File: src/rtl/pipe_stage_buf.sv
// pipe_stage_buf: DEPTH-entry elastic stage between two pipeline stages, with flush and NOP bubbles.
// Latency: 1 cycle from a push into an empty stage to out_valid/out_data.
// Backpressure: in_ready drops when all DEPTH entries are held, independent of out_ready.
module pipe_stage_buf #(
    parameter int                 DATA_W   = 64,
    parameter int                 DEPTH    = 2,
    parameter logic [DATA_W-1:0]  NOP_DATA = '0,
    localparam int                CW       = $clog2(DEPTH + 1)
) (
    input  logic              clk,
    input  logic              rst,
    input  logic              flush,
    input  logic              in_valid,
    output logic              in_ready,
    input  logic [DATA_W-1:0] in_data,
    output logic              out_valid,
    input  logic              out_ready,
    output logic [DATA_W-1:0] out_data,
    output logic [CW-1:0]     count
);

    localparam int             PW   = (DEPTH > 1) ? $clog2(DEPTH) : 1;
    localparam logic [PW-1:0]  LAST = PW'(DEPTH - 1);
    localparam logic [CW-1:0]  FULL = CW'(DEPTH);

    if (DEPTH < 1 || DATA_W < 1) begin : g_param_check
        $error("pipe_stage_buf: DEPTH and DATA_W must both be >= 1");
    end

    logic [DATA_W-1:0] mem [DEPTH];
    logic [PW-1:0]     wp;
    logic [PW-1:0]     rp;
    logic [CW-1:0]     cnt;
    logic              push;
    logic              pop;

    // Ready/valid come from the occupancy counter only, so no combinational
    // path runs from out_ready back to in_ready.
    assign in_ready  = (cnt != FULL);
    assign out_valid = (cnt != '0);
    assign push      = in_valid & in_ready;
    assign pop       = out_valid & out_ready;
    assign out_data  = out_valid ? mem[rp] : NOP_DATA;
    assign count     = cnt;

    function automatic logic [PW-1:0] ptr_inc(input logic [PW-1:0] p);
        return (p == LAST) ? '0 : p + PW'(1);
    endfunction

    always_ff @(posedge clk or negedge rst) begin
        if (!rst) begin
            wp  <= '0;
            rp  <= '0;
            cnt <= '0;
        end else if (flush) begin
            wp  <= '0;
            rp  <= '0;
            cnt <= '0;
        end else begin
            if (push) wp <= ptr_inc(wp);
            if (pop)  rp <= ptr_inc(rp);
            if (push && !pop)
                cnt <= cnt + CW'(1);
            else if (pop && !push)
                cnt <= cnt - CW'(1);
        end
    end

    // Payload storage is not reset; it is only visible through out_data while cnt != 0.
    always_ff @(posedge clk) begin
        if (push && !flush)
            mem[wp] <= in_data;
    end

endmodule
File: config.mk
export PLATFORM = sky130hd
export DESIGN_NAME = pipe_stage_buf
export DESIGN_NICKNAME = d
export VERILOG_FILES = /design/src/rtl/pipe_stage_buf.sv
export SDC_FILE = /design/constraint.sdc
export NUM_CORES = 1
export LEC_CHECK = 0
export CORE_MARGIN = 1.5
export CORE_UTILIZATION = 50
export CTS_BUF_LIST = sky130_fd_sc_hd__clkbuf_4 sky130_fd_sc_hd__clkbuf_8
export CTS_CLUSTER_DIAMETER = 50
export DETAILED_ROUTE_END_ITERATION = 8
export GPL_TIMING_DRIVEN = 0
export HOLD_SLACK_MARGIN = 0.1
export PLACE_DENSITY = 0.9
export SETUP_SLACK_MARGIN = 0.3
export SLEW_MARGIN = 20
export SYNTH_ARGS = -nofsm -noshare
export SYNTH_HDL_FRONTEND = slang
export SYNTH_SLANG_ARGS = --single-unit
File: constraint.sdc
create_clock -name clk -period 7.6 [get_ports clk]
set_input_delay 1.52 -clock clk [delete_from_list [all_inputs] [get_ports clk]]
set_output_delay 1.52 -clock clk [all_outputs]
set_load 0.005 [all_outputs]
# Yosys cells after proc, flatten, opt, wreduce, memory -nomap -nowiden
# Memory sizes are Yosys's and may differ from the RTL's.
# Index checks and enable logic that the tools add are counted.
# word_totals
reg_bits,4
mem_bits_rw,128
output_inout_bits,68
memories,1
# op_classes
add_sub_neg,4
eq_ne,1
muxes,12
n_bitwise,2
n_reduce_logical,10
# mem_list
name,words,width,read_ports,rd_ports_with_merged_regs,wr,line,text
mem,2,64,1,0,1,30,logic [DATA_W-1:0] mem [DEPTH];
# op_table
op,n
two-way mux 64 bit,1
two-way mux 1 bit,8
two-way mux 2 bit,3
nonzero test 2 bit,3
logical AND 1 bit,3
zero test 1 bit,3
nonzero test 3 bit,1
adder 1 bit (second input constant),2
adder 2 x 1 -> 2 bit (second input constant),1
bitwise AND 1 bit,2
!= test 2 bit (second input constant),1
subtractor 2 x 1 -> 2 bit (second input constant),1

# Longest topological paths before layout
# depth
depth_word,7
depth_mapped,4
ltp_nobuf,4

# Worst setup path before layout
# Ideal clock, no wire load.
# synth_path
path_kind,input-to-reg
from,input in_valid
to,"memory mem[1][0], enable pin"
arrival_time_ps,6244
setup_slack_ps,779
path_stages,2
path_buffers,0
path_cell_list,nand2_1 > nor3b_1
# synth_via
elab_chain_len,4
# synth_lines
element,line,text
start: declaration,13,"input logic in_valid,"
bitwise AND 1 bit,41,assign push = in_valid & in_ready;
logical AND 1 bit,71,if (push && !flush)
two-way mux 1 bit,71,
two-way mux 1 bit (not written as such),72,mem[wp] <= in_data;
end: declaration,30,
# Every way passes these cells.

# Worst setup path after layout
# layout_path
from,"register cnt[0], in the netlist count[0]"
to,output out_data[14]
# layout_via
elab_chain_len,2
# layout_lines
element,line,text
start: declaration,33,logic [CW-1:0] cnt;
start signal: assignment,63,cnt <= cnt + CW'(1);
start signal: assignment,65,cnt <= cnt - CW'(1);
nonzero test 2 bit,40,assign out_valid = (cnt != '0);
two-way mux 64 bit,43,assign out_data = out_valid ? mem[rp] : NOP_DATA;
end: declaration,18,"output logic [DATA_W-1:0] out_data,"
# Every way passes these cells.

==> metrics.txt <==
outcome finished, final reports clean; Final nets between 500 and 600; Total Power 1570 uW; Final min period ~3.7 ns; fillcell total 643; CTS tree done; Core Region around 10000 um^2; number of CTS-inserted buffers 17; post-synth top area share around 76%; area grow syn2layout 40.0%; DR DRC count 0; RSZ-0062 raised after global routing no; antenna viol nets, final 0; gpl congestion 0.712; warnings from Yosys 0; ys async rst share between 3 and 4%; PortBufs approximately 140; EDFF count, synth 128; Worst Hold Class flop to flop; largest net degree at the start of global routing 17; Max-slew headroom a little under three fifths; Antenna Diode Count 0; Routed WL between 9000 and 10000 um; Critical Path Max Stage Delay 0.54 ns; Slew Limit Fails 0; WL/cell 16.1 um; Overall Global Routing Usage 18.6%; Setup crit start kind flop; syn nets around 370; critical path required time just over 6 ns; clock skew just under 0.007 ns; vias in the first global route 3029; CP max FO 10; kind of critical path flop to output port; FF+latch area 3940 um^2; Reg2Reg Setup Slack 5.10 ns; Cell Chain, Critical Path nor2_1 -> buf_2 -> buf_2 -> nor2_1 -> clkdlybuf4s50_1; Setup Buffers After CTS 0; CTS sink cnt around 130; Hold Vio Cnt, Final 0; achievable frequency ~270 MHz; maximum VDD drop about 0.14 mV; leak pwr ~0.0024 uW; die footprint 10700 um^2; H-tree Lvls 4; Cells after Synth slightly below 300; Power Dens Cells 222 nW/um^2; dpl ws between 3 and 4 ns; final instance area ~7100 um^2; placed cell area between 6000 and 7000 um^2; vias per cell roughly 5; Worst Tran Pin Value 0.658 ns; area of the mapped netlist between 5000 and 6000 um^2; share of cells above drive strength 1 about 13%; Final WS setup around 3.9 ns; count of state elements after synthesis about 130; Yosys cell types 21; gr ovfl total 0; area of the multi-input gates just over 1000 um^2; max-cap violation count 0; # setup viols final 0; post-DP HPWL 7030 um; Slowest cell on crit path clkdlybuf4s50_1; Synth Area per Inst ~17 um^2; Die Ht just over 100 um; CP endpoint kind output port; top cells by area, synth edfxtp_1 (76%), mux2i_1 (13%), nor2_1 (4.9%), dfrtp_1 (2.0%), buf_4 (0.89%); Clock Latency Late Sink between 0.4 and 0.5 ns; Iter 0 DRT Violations 96; hold_buf cts 0; crit path DAT about 2.1 ns; sequential element share of the synthesized area approximately four fifths; die width approximately 100 um; initial antenna violation count 0; Clock Tree Root clkbuf_8; Worst-path clk slew roughly 0.07 ns; IO Count roughly 140; Longest Clk Path Bufs 2; dominant cell type by area after synthesis edfxtp_1; Top FF cell, synth edfxtp_1; drt first pass iters 5; fin crit share approximately half; first-pass GRT wire length between 10000 and 15000 um; post-CTS sizing 0; # rows 36; Initial Utilization 51.6%; vias 3000
[critical path, delay by kind of cell, from the launching register on]
family                 cells  cell delay, ns
AND/OR/NAND/NOR            2            0.28
buffers and inverters      3            0.96
flip-flops                 1            0.48
[layout make-up]
| cell class | instances | area share (%) |
|---|---|---|
| well taps | 133 | 2.36 |
| clock inverters | 13 | 1.56 |
| multi-input cells | 148 | 14.4 |
| plain buffers | 14 | 1.19 |
| repair buffers | 150 | 21.0 |
| inverters | 3 | 0.159 |
| flip-flops and latches | 132 | 55.9 |
| clock buffers | 19 | 3.53 |
[Yosys cell counts (2+ instances only)]
library cell	instances
dfrtp_1	4
mux2i_1	65
nor2_1	66
a21oi_1	4
o21ai_0	2
edfxtp_1	128
nor3b_1	2
buf_2	7
buf_4	6
inv_2	2
[sequential cells by signal (all words and copies together), names as in the netlist]
name   cells
count      2
mem      128
rp         1
wp         1
[kinds of logic (layout without fill, tap and decap cells)]
logic type             after synthesis  in the layout  synth area share, %
XOR/XNOR                             1              1                0.174
buffers and inverters               17            199                 1.89
AND/OR/NAND/NOR                     74             74                 5.95
multiplexers                        65             65                 12.9
flip-flops                         132            132                 78.2
AO/OA/AOI/OAI                        8              8                0.893
[path summary, 6_finish.rpt]
| check | cells past startpoint | end | start |
|---|---|---|---|
| min in group asynchronous | 1 | wp | rst |
| max reg2reg | 8 | mem[1][28] | count[1] |
| max in group asynchronous | 1 | count[0] | rst |
| min reg2reg | 2 | wp | wp |
| max | 5 | out_data[14] | count[0] |
| min | 2 | wp | wp |
[per-stage QoR]
step	hold WS (ns)	utilization [%]	cells	TNS, ns
global route	0.662	72.2	612	0
CTS	0.631	72.2	612	0
floorplan	0.529	-	297	0
global placement	0.553	67.2	566	-247.43
detailed placement	0.619	68.6	580	0
finish	0.632	72.2	612	0
[placed cells by master, fill, tap and decap left out]
cell type	n
clkbuf_4	2
or2_0	1
inv_6	2
nand3b_1	1
inv_2	2
nor3b_2	1
buf_6	4
a21oi_1	4
clkinv_4	2
clkdlybuf4s50_1	136
mux2i_1	65
xor2_1	1
buf_4	16
clkbuf_8	17
buf_2	7
clkinvlp_4	3
edfxtp_1	128
bufinv_16	1
nor2b_2	1
o21ai_0	2
or3_1	1
inv_1	1
nand2_1	1
nor3b_1	1
clkinv_1	2
clkbuf_1	1
clkinv_2	3
o211ai_1	1
dfrtp_1	4
a21o_1	1
nor3_2	1
nor2_1	66
[routing by layer]
| metal | GRT usage, % | up-vias | wire [um] |
|---|---|---|---|
| met1 | 20.9 | 1438 | 3840 |
| li1 | - | 1444 | - |
| met3 | 5.78 | 13 | 499 |
| met4 | 8.52 | 0 | 129 |
| met2 | 32.4 | 105 | 5370 |
| met5 | 0 | - | 0 |
[power breakdown]
group	leakage [uW]	switching, uW	internal [uW]
clock	0.000178	261	264
combinational	0.000979	87.4	118
sequential	0.00123	7.70	827
Power figures use the tool's default switching activity.
